--- config.mk ---
export PLATFORM = sky130hd
export DESIGN_NAME = round_robin_arbiter
export DESIGN_NICKNAME = d
export VERILOG_FILES = /design/src/rtl/arbiter_pkg.sv /design/src/rtl/priority_encoder.sv /design/src/rtl/round_robin_arbiter.sv
export SDC_FILE = /design/constraint.sdc
export NUM_CORES = 1
export LEC_CHECK = 0
export ABC_AREA = 1
export BUFFER_PORTS_ARGS = -buffer_cell sky130_fd_sc_hd__buf_2
export CORE_AREA = 2 2 39 41
export CTS_CLUSTER_DIAMETER = 60
export DETAILED_ROUTE_END_ITERATION = 10
export DIE_AREA = 0 0 41 43
export HOLD_SLACK_MARGIN = 0.12
export PLACE_DENSITY_LB_ADDON = 0.05
export SYNTH_ARGS = -nofsm -noshare
export SYNTH_HDL_FRONTEND = slang
export SYNTH_SLANG_ARGS = --single-unit
--- constraint.sdc ---
create_clock -name i_clock -period 1.3 [get_ports i_clock]
set_clock_uncertainty 0.05 [all_clocks]
set_input_delay 0.325 -clock i_clock [delete_from_list [all_inputs] [get_ports i_clock]]
set_output_delay 0.325 -clock i_clock [all_outputs]
set_load 0.02 [all_outputs]
--- src/rtl/arbiter_pkg.sv ---
// Shared types for the arbiter family: the two-state grant controller encoding.
package arbiter_pkg;

    typedef enum logic [0:0] {
        IDLE = 1'b0,
        BUSY = 1'b1
    } arb_state_e;

endpackage

--- src/rtl/priority_encoder.sv ---
// Lowest-index-wins priority encoder: reports the index of the lowest set bit
// and whether any bit is set at all.
module priority_encoder #(
    parameter int IW = 4
) (
    input  logic [IW-1:0]         i_in,
    output logic [$clog2(IW)-1:0] o_idx,
    output logic                  o_valid
);

    localparam int OW = $clog2(IW);

    // Scan from the top down so the lowest set bit is the last write.
    always_comb begin
        o_idx   = '0;
        o_valid = |i_in;
        for (int i = IW - 1; i >= 0; i--) begin
            if (i_in[i]) begin
                o_idx = OW'(i);
            end else begin
                o_idx = o_idx;
            end
        end
    end

endmodule

--- src/rtl/round_robin_arbiter.sv ---
// Fair N-way round-robin arbiter with lock-until-release grants.
// Optional forced release after MAXHOLD cycles: LIBSV_ARBITERS_ROUND_ROBIN_ARBITER_TIMEOUT_EN.
module round_robin_arbiter
    import arbiter_pkg::*;
#(
    parameter int N       = 4,
    parameter int MAXHOLD = 16
) (
    input  logic                 i_clock,
    input  logic                 i_aresetn,
    input  logic [N-1:0]         i_req,
    input  logic                 i_release,
    output logic [N-1:0]         o_grant,
    output logic [$clog2(N)-1:0] o_grant_idx,
    output logic                 o_grant_valid
`ifdef LIBSV_ARBITERS_ROUND_ROBIN_ARBITER_TIMEOUT_EN
    ,
    output logic                 o_timeout
`endif
);

    localparam int IW = $clog2(N);

    arb_state_e    state_q;
    logic [IW-1:0] ptr_q;
    logic [IW-1:0] ptr_d;
    logic [N-1:0]  mask_s;
    logic [IW-1:0] m_idx_s;
    logic [IW-1:0] u_idx_s;
    logic [IW-1:0] win_idx_s;
    logic          m_valid_s;
    logic          u_valid_s;

`ifdef LIBSV_ARBITERS_ROUND_ROBIN_ARBITER_TIMEOUT_EN
    localparam int CW = $clog2(MAXHOLD + 1);
    logic [CW-1:0] hold_q;
`endif

    // Keep only requesters at or above the pointer for the first-choice search.
    always_comb begin
        mask_s = '0;
        for (int i = 0; i < N; i++) begin
            if (i >= int'(ptr_q)) begin
                mask_s[i] = i_req[i];
            end else begin
                mask_s[i] = 1'b0;
            end
        end
    end

    priority_encoder #(.IW(N)) u_enc_masked (
        .i_in    (mask_s),
        .o_idx   (m_idx_s),
        .o_valid (m_valid_s)
    );

    priority_encoder #(.IW(N)) u_enc_unmasked (
        .i_in    (i_req),
        .o_idx   (u_idx_s),
        .o_valid (u_valid_s)
    );

    assign win_idx_s = m_valid_s ? m_idx_s : u_idx_s;

    // Holder drops to lowest priority; explicit wrap keeps non-power-of-two N correct.
    always_comb begin
        if (o_grant_idx == IW'(N - 1)) begin
            ptr_d = '0;
        end else begin
            ptr_d = o_grant_idx + 1'b1;
        end
    end

    // Grant controller: state, pointer, registered grant outputs and hold counter.
    always_ff @(posedge i_clock or negedge i_aresetn) begin
        if (!i_aresetn) begin
            state_q       <= IDLE;
            ptr_q         <= '0;
            o_grant       <= '0;
            o_grant_idx   <= '0;
            o_grant_valid <= 1'b0;
`ifdef LIBSV_ARBITERS_ROUND_ROBIN_ARBITER_TIMEOUT_EN
            hold_q        <= '0;
            o_timeout     <= 1'b0;
`endif
        end else begin
`ifdef LIBSV_ARBITERS_ROUND_ROBIN_ARBITER_TIMEOUT_EN
            o_timeout <= 1'b0;
`endif
            case (state_q)
                IDLE: begin
                    if (u_valid_s) begin
                        state_q       <= BUSY;
                        o_grant       <= {{(N-1){1'b0}}, 1'b1} << win_idx_s;
                        o_grant_idx   <= win_idx_s;
                        o_grant_valid <= 1'b1;
`ifdef LIBSV_ARBITERS_ROUND_ROBIN_ARBITER_TIMEOUT_EN
                        hold_q        <= '0;
`endif
                    end else begin
                        state_q <= IDLE;
                    end
                end
                BUSY: begin
                    if (i_release) begin
                        state_q       <= IDLE;
                        ptr_q         <= ptr_d;
                        o_grant       <= '0;
                        o_grant_idx   <= '0;
                        o_grant_valid <= 1'b0;
`ifdef LIBSV_ARBITERS_ROUND_ROBIN_ARBITER_TIMEOUT_EN
                    end else if (hold_q == CW'(MAXHOLD - 1)) begin
                        state_q       <= IDLE;
                        ptr_q         <= ptr_d;
                        o_grant       <= '0;
                        o_grant_idx   <= '0;
                        o_grant_valid <= 1'b0;
                        o_timeout     <= 1'b1;
                    end else begin
                        hold_q <= hold_q + 1'b1;
                    end
`else
                    end else begin
                        state_q <= BUSY;
                    end
`endif
                end
                default: begin
                    state_q       <= IDLE;
                    o_grant       <= '0;
                    o_grant_idx   <= '0;
                    o_grant_valid <= 1'b0;
                end
            endcase
        end
    end

endmodule

Word level (Yosys, flattened, before mapping)
Cells that the tools add are included.
{"block": "classes", "bitwise_logic": 1, "addsub": 1, "muxes": 24, "n_reduce_logical": 4, "order_cmp": 3, "shift": 1, "eq_ne": 3}
{"cell": "$mux W2", "count": 11}
{"cell": "$mux W4", "count": 2}
{"cell": "$pmux W4 S2", "count": 1}
{"cell": "$reduce_or A4 Y1", "count": 2}
{"cell": "$mux W1", "count": 7}
{"cell": "$ge A1 B2 Y1 const A", "count": 2}
{"cell": "$pmux W1 S2", "count": 2}
{"cell": "$pmux W2 S2", "count": 1}
{"cell": "$reduce_and A2 Y1", "count": 2}
{"cell": "$shl A1 B2 Y4 const A", "count": 1}
{"cell": "$add A2 B1 Y2 const B", "count": 1}
{"cell": "$eq A2 B2 Y1 const B", "count": 1}
{"cell": "$ge A2 B2 Y1 const A", "count": 1}
{"cell": "$ne A2 B1 Y1 const B", "count": 1}
{"cell": "$ne A2 B2 Y1 const B", "count": 1}
{"cell": "$not A1 Y1", "count": 1}
{"block": "word_totals", "ff_bits": 10, "inputBits": 7, "wordCells": 42}

Depth between registers and ports, before layout
Gate-level depths: netlist (run 1).
{"block": "logic_depth", "word_depth": 9, "ltp_mapped": 8, "depth_no_buf": 8}

By module
From an unflattened synthesis (run 1), not the netlist that was laid out.
{"block": "unflattened", "hier_cells": 82, "hier_area_um2": 598.1}
{"mod": "round_robin_arbiter", "cells_each": 64, "area_each_um2": 505.5, "instances": 1}
{"mod": "priority_encoder", "cells_each": 9, "area_each_um2": 46.3, "instances": 2}

Worst setup path after synthesis (run 1)
OpenSTA, ideal clock, no wires.
{"block": "synth_timing", "path_kind": "reg2reg", "startpoint": "reg o_grant_idx[0]", "endpoint": "reg ptr_q[1]", "stages_incl_launch_ff": 3, "required_ps": 1125, "setup_time_ps": 125, "setup_slack_ps": 116, "arrival_time_ps": 1009, "path_cell_list": "dfrtp_1 ha_1 mux2_2"}
{"block": "synth_via", "elab_chain_len": 2}
{"element": "start, declared", "line_no": "round_robin_arbiter.sv:14", "text": "output logic [$clog2(N)-1:0] o_grant_idx,"}
{"element": "start signal, assigned", "line_no": "round_robin_arbiter.sv:95", "text": "o_grant_idx <= win_idx_s;"}
{"element": "$add A2 B1 Y2 or $eq A2 B2 Y1 (tied branches)", "line_no": "round_robin_arbiter.sv:70, round_robin_arbiter.sv:67"}
{"element": "$mux W2 *", "line_no": "round_robin_arbiter.sv:67", "text": "if (o_grant_idx == IW'(N - 1)) begin"}
{"element": "net ptr_d[1]", "line_no": "round_robin_arbiter.sv:26", "text": "logic [IW-1:0] ptr_d;"}
{"element": "end signal, assigned", "line_no": "round_robin_arbiter.sv:107", "text": "ptr_q <= ptr_d;"}
{"element": "end, declared", "line_no": "round_robin_arbiter.sv:25", "text": "logic [IW-1:0] ptr_q;"}
The timed path passes the listed nets; every way through them passes the cells marked *.
A chain may end at the register's enable or synchronous reset.

Final worst setup path (run 1)
{"block": "layout_timing", "startpoint": "reg ptr_q[1]", "endpoint": "reg o_grant[2]"}
{"block": "layout_via", "elab_chain_len": 9}
{"element": "$ge A2 B2 Y1", "line_no": "round_robin_arbiter.sv:43", "text": "if (i >= int'(ptr_q)) begin"}
{"element": "$mux W1", "line_no": "round_robin_arbiter.sv:43"}
{"element": "$mux W2 (3 in series)", "line_no": "priority_encoder.sv:18", "text": "if (i_in[i]) begin"}
{"element": "$mux W2 *", "line_no": "round_robin_arbiter.sv:63", "text": "assign win_idx_s = m_valid_s ? m_idx_s : u_idx_s;"}
{"element": "$shl A1 B2 Y4 *", "line_no": "round_robin_arbiter.sv:94", "text": "o_grant <= {{(N-1){1'b0}}, 1'b1} << win_idx_s;"}
{"element": "$mux W4 *", "line_no": "round_robin_arbiter.sv:92", "text": "if (u_valid_s) begin"}
{"element": "$pmux W4 S2 *", "line_no": "round_robin_arbiter.sv:90", "text": "case (state_q)"}
{"element": "end signal, assigned", "line_no": "round_robin_arbiter.sv:94"}
{"element": "end, declared", "line_no": "round_robin_arbiter.sv:13", "text": "output logic [N-1:0] o_grant,"}
Mark *: on every way between the ends. The rest lies on a longest branch, timed or not. The select of a mux whose other input is x is not followed.

==> impl_metrics.csv, run 1 <==
group,metric,value,unit
grt,overflow,0,
floorplanning,coreArea,1380,sq um
synthesis,syn_inst,67,
synthesis,synth_warnings,0,
worst_setup_path,crit_type,"register to register",
timing,slew_violations,0,
synthesis,syn_area_per_cell,7.82,sq um
timing,rsz0062_at_grt,"no",
routing,finalWirelength,987,um
grt,antenna_found_initial,0,
synthesis,synthDistinctLibCells,14,
floorplanning,dieArea,1760,sq um
placed_design,dpl.hpwl,784,um
routing,vias,453,
worst_setup_path,required,1.40,ns
floorplanning,io_pins,14,
timing,hold_viol,0,
worst_setup_path,start_kind,"register",
worst_setup_path,critPathMaxFanout,4,
synthesis,ys_ff_latch,10,
cts,clk_latency,0.26,ns
grt,grt_pass1_wl,1610,um
routing,drcViolationCount,0,
status,status,"finished, final reports clean",
timing,fin_tns_setup,0,ns
cts,cts_sinks,10,
power,power_leakage,0.385,nW
placed_design,placed_area,609,sq um
finish,area_growth,22.4,%
job,maxCapViolCount,0,
floorplanning,fp.dieH,43,um
routing,drt_iter0_drc,3,
routing,ant_nets,0,
worst_setup_path,endpoint_kind,"register",
synthesis,yosys-top-cells-area,"dfrtp_1 48%, nand2_1 16%, inv_1 7.2%, nor2_1 5.0%, o21bai_2 4.3%",
power,p_per_area,2270,nW/um^2
floorplanning,start_util,37.9,%
worst_setup_path,rr_worst_depth,6,
timing,fmax,0.809,GHz
timing,setup_viol,0,
synthesis,ys_seq_area_share,47.7,%
synthesis,synth_top_area_share,47.7,%
floorplanning,die_width,41,um
cts,post_cts_buffers,0,
cts,clkTransAtPathRegs,0.06,ns
cts,htreeDepth,1,
routing,routed_via_density,4.53,
power,peakVddDrop,0.00107,V
finish,postLayoutCoreUtil,46.4,%
grt,grt_pass1_vias,389,
synthesis,yosys.area.top_type,"dfrtp_1",
cts,cts_resized,0,
floorplanning,rows,14,
worst_hold_path,hold_path.class,"input port to register",
finish,drive_gt1_share,29.8,%
finish,nets,94,
finish,layout_commonest_cell,"nand2_1",
cts,ctsLongestPathBuffers,2,
worst_hold_path,worstHoldStart,"i_release",
cts,cts_hold_buf,1,
worst_setup_path,arrival,1.34,ns
timing,period_share,95.1,%
cts,cts_tree,"built",
placed_design,portBuffers,13,
worst_setup_path,ff2ff_setup_slack,0.06,ns
placed_design,gp_congestion,0.705,
timing,max-slew-margin-rel,84.1,%
timing,tightest_slew,0.239,ns
cts,cts_root_buf,"clkbuf_4",
worst_hold_path,whs_endpoint,"state_q",
finish,antenna_cells,0,
finish,layout_common_cells,"23 x nand2_1, 13 x buf_2, 10 x inv_1, 10 x dfrtp_1, 7 x nor2_1",
synthesis,syn_nets,75,
timing,finalWorstSetupSlack,0.0633,ns
routing,first_pass_iters,4,
timing,period_minus_slack,1.24,ns
routing,wl_per_cell,9.87,um
worst_setup_path,r2r-end,"o_grant[2]",
worst_hold_path,worstHoldPathCells,2,
grt,grtUsageTotal,14.0,%
worst_setup_path,timing.rr.start,"ptr_q[1]",
synthesis,syn-cell-area,524,sq um
cts,cts_buffers,3,
finish,stdcell_area,642,sq um
grt,grt_max_degree,11,
placed_design,pre_cts_ws,0.0572,ns
-- flip-flops by register name, summed over array words and instances, names as in the netlist --
signal	flops
o_grant	4
o_grant_idx	2
o_grant_valid	1
ptr_q	2
state_q	1
-- cell families (layout without fill, tap and decap cells) --
logic type	count (synthesis)	in the layout	synth area share (%)
and+or+nand+nor	37	37	28.9
buffers and inverters	11	28	7.88
DFF	10	10	47.7
AOI/OAI and AO/OA	7	7	11.0
adders and majority gates	1	1	2.39
muxes	1	1	2.15
-- critical path, cell delays in order (launching register included) --
cell     delay, ns
dfrtp_1       0.41
nor2_1        0.22
a21oi_2       0.10
nand3_1       0.17
inv_1         0.06
nand2_1       0.07
nand2_1       0.05
-- Yosys cell counts (all sizes together) --
library cell   n
a21oi          3
dfrtp         10
ha             1
inv           11
mux2           1
nand2         26
nand3          4
nor2           7
o21ai          1
o21bai         2
o31ai          1
-- report_power, final --
| part | total (mW) | leakage [nW] | internal, mW | switching, mW |
|---|---|---|---|---|
| Combinational | 0.711 | 0.247 | 0.255 | 0.456 |
| Sequential | 0.545 | 0.124 | 0.456 | 0.0891 |
| Clock | 0.200 | 0.0138 | 0.106 | 0.0939 |
| Total | 1.46 | 0.385 | 0.818 | 0.639 |
-- area by class of cell --
class                   count  area, sq um
multi-input cells          46          233
clock buffers               3         22.5
flip-flops and latches     10          250
fillers                   153          742
well taps                  16         20.0
inverters                  11         41.3
repair buffers             14         75.1
-- routing by layer --
layer | global-route usage [%] | wire [um]
met3 | 4.71 | 53
met1 | 19.3 | 499
met2 | 18.4 | 430
met5 | 0 | 0
met4 | 8.00 | 4
-- per-stage QoR --
stage	power [mW]	hold WS, ns	std cells
after floorplan	1.06	-0.0206	67
after global placement	1.26	0.156	96
after detailed placement	1.27	0.154	96
after CTS	1.48	0.236	100
after global routing	1.59	0.258	100
final	1.46	0.240	100
-- how the worst max path moves through the flow --
stage / start / to / slack (ns)
2_1_floorplan: o_grant_idx[0] / ptr_q[1] / 0.12
3_3_place_gp: i_req[0] / o_grant[0] / 0.06
3_5_place_dp: i_req[0] / o_grant[2] / 0.06
4_1_cts: ptr_q[1] / o_grant[2] / 0.06
5_1_grt: ptr_q[1] / o_grant[2] / 0.006
6_report: ptr_q[1] / o_grant[2] / 0.06
Power figures use the tool's default switching activity.
==> inputs of run 2 (changes only) <==
--- a/config.mk
+++ b/config.mk
@@ -7,10 +7,10 @@
 export LEC_CHECK = 0
 export ABC_AREA = 1
 export BUFFER_PORTS_ARGS = -buffer_cell sky130_fd_sc_hd__buf_2
-export CORE_AREA = 2 2 39 41
+export CORE_MARGIN = 2
+export CORE_UTILIZATION = 40
 export CTS_CLUSTER_DIAMETER = 60
 export DETAILED_ROUTE_END_ITERATION = 10
-export DIE_AREA = 0 0 41 43
 export HOLD_SLACK_MARGIN = 0.12
 export PLACE_DENSITY_LB_ADDON = 0.05
 export SYNTH_ARGS = -nofsm -noshare
==> run 2 against run 1 <==
Final cell count shrank 1.0%; sequential power grew 2%; routed wire length shrank 5.5%; maximum frequency grew 1.6%; worst setup slack gained 0.019 ns; via count is the same; utilization grew 4.3 points; largest power group unchanged.
==> impl_metrics.csv, run 2 (synthesis gave the netlist of run 1 again) <==
group,metric,value,unit
status,status,"finished, final reports clean",
worst_setup_path,arrival,0.84,ns
cts,clkTransAtPathRegs,0.06,ns
routing,first_pass_iters,3,
finish,area_growth,22.7,%
grt,grt_max_degree,11,
power,power_frac_comb,48.5,%
timing,hold_viol,0,
worst_setup_path,critPathMaxFanout,4,
cts,cts_tree,"built",
timing,period_minus_slack,1.22,ns
finish,layout_common_cells,"23 x nand2_1, 13 x buf_2, 10 x inv_1, 10 x dfrtp_1, 6 x nor2_1",
worst_setup_path,cpPeakStageDelay,0.41,ns
floorplanning,start_util,41.3,%
power,p_clk_share,13.6,%
finish,layout_commonest_cell,"nand2_1",
worst_setup_path,r2r-end,"o_grant[0]",
worst_setup_path,cp-endpoint,"o_grant_idx[0]",
worst_setup_path,crit_type,"register to output port",
timing,rsz0062_at_grt,"no",
cts,htreeDepth,1,
grt,antenna_found_initial,0,
placed_design,dpl.hpwl,719,um
worst_setup_path,endpoint_kind,"output port",
timing,fmax,0.821,GHz
floorplanning,coreArea,1270,sq um
finish,fillers,118,
placed_design,portBuffers,13,
timing,setup_viol,0,
routing,routed_via_density,4.58,
timing,period_share,93.6,%
grt,grt_pass1_vias,394,
finish,top_regs,"o_grant x4, o_grant_idx x2, ptr_q x2",
timing,finalWorstSetupSlack,0.0826,ns
finish,largest_reg_flops,4,
finish,multi_input_area,235,sq um
grt,grtUsageTotal,15.0,%
timing,hold_slack,0.231,ns
routing,finalWirelength,933,um
timing,fin_tns_setup,0,ns
routing,vias,453,
power,switchingPower,0.638,mW
worst_setup_path,crit_family,"flip-flops",
worst_setup_path,rr_worst_depth,6,
cts,clk_latency,0.26,ns
worst_setup_path,ff2ff_setup_slack,0.11,ns
worst_hold_path,worstHoldPathCells,2,
timing,slew_violations,0,
finish,nets,94,
finish,final-seq-area,250,sq um
power,p_seq_share,37.9,%
worst_hold_path,hold_path.class,"input port to register",
timing,tightest_slew,0.233,ns
power,swShare,43.7,%
floorplanning,fp.dieH,40.2,um
cts,cts_root_buf,"clkbuf_4",
finish,drive_gt1_share,31.0,%
floorplanning,dieArea,1620,sq um
placed_design,gp_congestion,0.633,
cts,cts_buffers,3,
floorplanning,rows,13,
worst_setup_path,cp-startpoint,"o_grant_idx[0]",
floorplanning,io_pins,14,
worst_setup_path,crit_path_top_delay_cell,"dfrtp_1",
job,maxCapViolCount,0,
floorplanning,die_width,40.2,um
power,p_per_area,2270,nW/um^2
worst_setup_path,crit_chain,"buf_2",
power,power.total,1.46,mW
routing,drcViolationCount,0,
routing,wl_per_cell,9.42,um
cts,cts_sinks,10,
routing,ant_nets,0,
timing,max-slew-margin-rel,84.4,%
routing,drt_iter0_drc,4,
power,power_leakage,0.385,nW
power,peakVddDrop,0.000998,V
worst_setup_path,required,0.93,ns
worst_setup_path,timing.rr.start,"ptr_q[1]",
finish,regMostFlops,"o_grant",
finish,antenna_cells,0,
worst_setup_path,start_kind,"register",
grt,overflow,0,
cts,ctsLongestPathBuffers,2,
placed_design,pre_cts_ws,0.0798,ns
worst_setup_path,path_buf_inv,1,
power,p_int,0.823,mW
grt,grt_pass1_wl,1570,um
cts,post_cts_buffers,0,
worst_setup_path,cp_num_cells,1,
## run 2: cell counts in the layout (fill, tap and decap cells not counted)
No cell type changed its count.
## run 2: how the worst min path moves through the flow
stage,start,endpoint,slack [ns]
3_5_place_dp,i_aresetn,o_grant[1],0.15
6_report,i_release,state_q,0.23
5_1_grt,i_release,state_q,0.24
4_1_cts,i_release,state_q,0.23
3_3_place_gp,i_aresetn,o_grant[1],0.16
2_1_floorplan,i_aresetn,o_grant[0],-0.02
## run 2: area by class of cell
type / count / area share [%]
sequential: 10 / 38.9
timing repair buffer: 14 / 11.7
multi-input combinational: 46 / 36.6
tap: 15 / 2.92
inverter: 11 / 6.42
clock buffer: 3 / 3.50
## run 2: stage by stage
| step | instances | util, % | instance area (sq um) |
|---|---|---|---|
| CTS | 99 | 50.5 | 641 |
| detailed placement | 95 | 47.9 | 608 |
| global placement | 95 | 47.9 | 608 |
| finish | 99 | 50.7 | 643 |
| floorplan | 67 | - | 524 |
| global route | 99 | 50.7 | 643 |
## run 2: metal layers
metal / global-route usage [%] / share of wire, % / vias to the layer above
li1: - / - / 244
met1: 20.6 / 53 / 198
met2: 21.0 / 41 / 9
met3: 3.33 / 5.1 / 2
met4: 10.0 / 0.75 / 0
met5: 0 / 0 / -
## run 2: timing repair
item | CTS | global route
hold buffers | 1 | 0
endpoints found under the setup margin | 0 | 2
gates resized for setup | 0 | 1
endpoints found under the hold margin | 10 | 0
## run 2: power by group through the flow
| stage | clock (mW) | combinational, mW | sequential, mW |
|---|---|---|---|
| 2_1_floorplan | 0 | 0.403 | 0.662 |
| 3_3_place_gp | 0 | 0.711 | 0.548 |
| 3_5_place_dp | 0 | 0.710 | 0.553 |
| 4_1_cts | 0.203 | 0.721 | 0.546 |
| 5_1_grt | 0.218 | 0.817 | 0.571 |
| 6_report | 0.198 | 0.709 | 0.554 |
==> inputs of run 3 (changes only) <==
--- a/config.mk
+++ b/config.mk
@@ -9,6 +9,7 @@
 export BUFFER_PORTS_ARGS = -buffer_cell sky130_fd_sc_hd__buf_2
 export CORE_MARGIN = 2
 export CORE_UTILIZATION = 40
+export CTS_BUF_LIST = sky130_fd_sc_hd__clkbuf_16
 export CTS_CLUSTER_DIAMETER = 60
 export DETAILED_ROUTE_END_ITERATION = 10
 export HOLD_SLACK_MARGIN = 0.12
==> constraint.sdc (replaced) <==
create_clock -name i_clock -period 1.3 [get_ports i_clock]
set_clock_uncertainty 0.05 [all_clocks]
set_input_delay 0.325 -clock i_clock [delete_from_list [all_inputs] [get_ports i_clock]]
set_output_delay 0.325 -clock i_clock [all_outputs]
set_load 0.1 [all_outputs]
==> run 3 against run 2 <==
Final area grew 31%; critical endpoint unchanged; utilization rose by 16 points; critical path depth did not move; worst hold slack gained 0.030 ns; maximum frequency decreased by 5.9%; sequential share of layout area decreased by 8.0 points; routed wire length increased by 19%; register-to-register slack worse by 0.06 ns; via count is 4.6% higher; global-route usage grew 1.5 points; clock-buffer cell count stayed put.
==> impl_metrics.csv, run 3 (synthesis gave the netlist of run 1 again) <==
group,metric,value,unit
finish,regMostFlops,"o_grant",
routing,routed_via_density,4.65,
finish,largest_reg_flops,4,
grt,grt_pass1_vias,425,
worst_setup_path,start_kind,"register",
routing,vias,474,
timing,period_share,99.5,%
cts,cts_tree,"built",
worst_setup_path,crit_type,"register to output port",
timing,fmax,0.773,GHz
finish,antenna_cells,0,
finish,layout_commonest_cell,"nand2_1",
grt,overflow,0,
routing,finalWirelength,1110,um
floorplanning,fp.dieH,40.2,um
finish,top_regs,"o_grant x4, o_grant_idx x2, ptr_q x2",
timing,setup_viol,0,
worst_setup_path,crit_chain,"buf_12",
finish,layout_common_cells,"23 x nand2_1, 10 x inv_1, 7 x buf_12",
placed_design,dpl.hpwl,788,um
routing,ant_nets,0,
timing,slew_violations,0,
timing,max-slew-margin-rel,84.2,%
status,status,"finished, final reports clean",
routing,wl_per_cell,10.9,um
finish,drive_gt1_share,37.9,%
worst_setup_path,required,0.93,ns
worst_setup_path,cpPeakStageDelay,0.50,ns
worst_setup_path,ff2ff_setup_slack,0.05,ns
floorplanning,start_util,41.3,%
routing,first_pass_iters,4,
cts,clkTransAtPathRegs,0.04,ns
cts,clk_latency,0.23,ns
grt,grt_pass1_wl,1700,um
timing,period_minus_slack,1.29,ns
timing,rsz0062_at_grt,"yes",
finish,nets,96,
timing,hold_viol,0,
floorplanning,rows,13,
worst_setup_path,arrival,0.92,ns
worst_hold_path,hold_path.class,"input port to register",
routing,drcViolationCount,0,
floorplanning,die_width,40.2,um
worst_setup_path,critPathMaxFanout,3,
cts,cts_root_buf,"clkbuf_16",
grt,grt_max_degree,11,
timing,tightest_slew,0.238,ns
worst_setup_path,path_buf_inv,1,
cts,htreeDepth,1,
finish,stdcell_area,842,sq um
worst_setup_path,endpoint_kind,"output port",
finish,fillers,116,
worst_setup_path,crit_path_top_delay_cell,"dfrtp_4",
placed_design,gp_congestion,0.705,
cts,cts_buffers,3,
worst_setup_path,crit_family,"flip-flops",
finish,area_growth,60.6,%
floorplanning,coreArea,1270,sq um
finish,multi_input_area,248,sq um
job,maxCapViolCount,0,
finish,final-seq-area,260,sq um
floorplanning,dieArea,1620,sq um
placed_design,portBuffers,13,
cts,ctsLongestPathBuffers,2,
placed_design,placed_area,736,sq um
grt,grtUsageTotal,16.5,%
routing,drt_iter0_drc,3,
floorplanning,io_pins,14,
grt,antenna_found_initial,0,
cts,cts_sinks,10,
==> run 3: metrics by stage <==
step | utilization (%) | hold WS, ns | setup slack (ns) | TNS (ns) | std cells
after detailed placement | 58.0 | 0.146 | 0.0688 | 0 | 95
after global routing | 66.4 | 0.277 | -0.00888 | -0.00888 | 102
after global placement | 58.0 | 0.146 | 0.0706 | 0 | 95
after CTS | 65.6 | 0.261 | 0.00739 | 0 | 101
final | 66.4 | 0.262 | 0.00650 | 0 | 102
after floorplan | - | -0.0206 | -0.00611 | -0.00611 | 67
==> run 3: layout make-up <==
| class | count | share of cell area, % |
|---|---|---|
| sequential | 10 | 30.9 |
| multi-input combinational | 46 | 29.4 |
| timing repair buffer | 16 | 23.2 |
| clock buffer | 3 | 8.92 |
| inverter | 11 | 4.90 |
| tap | 15 | 2.23 |
| clock inverter | 1 | 0.446 |
==> run 3: worst paths after layout <==
check,end,from,depth (start not counted)
min,state_q,i_release,2
max in group asynchronous,o_grant_idx[1],i_aresetn,2
min in group asynchronous,o_grant_idx[0],i_aresetn,2
max,o_grant_idx[0],o_grant_idx[0],1
max reg2reg,ptr_q[1],o_grant_idx[1],3
min reg2reg,ptr_q[0],ptr_q[0],2
==> run 3: timing repair <==
item / in CTS / in global routing
gates resized for setup: 0 / 1
setup buffers: 1 / 1
endpoints found under the setup margin: 1 / 3
hold buffers: 1 / 0
hold endpoints to repair: 10 / 0
==> run 3: per-layer routing <==
layer / global-route usage, % / share of wire, %
met5: 0 / 0
met4: 10.0 / 1.1
met3: 3.33 / 3.7
met2: 26.2 / 44
met1: 20.5 / 51
Power of run 3 is left out: the tool's default activity adds up to more than one toggle a clock period on the data nets, which glitch-free logic cannot reach.
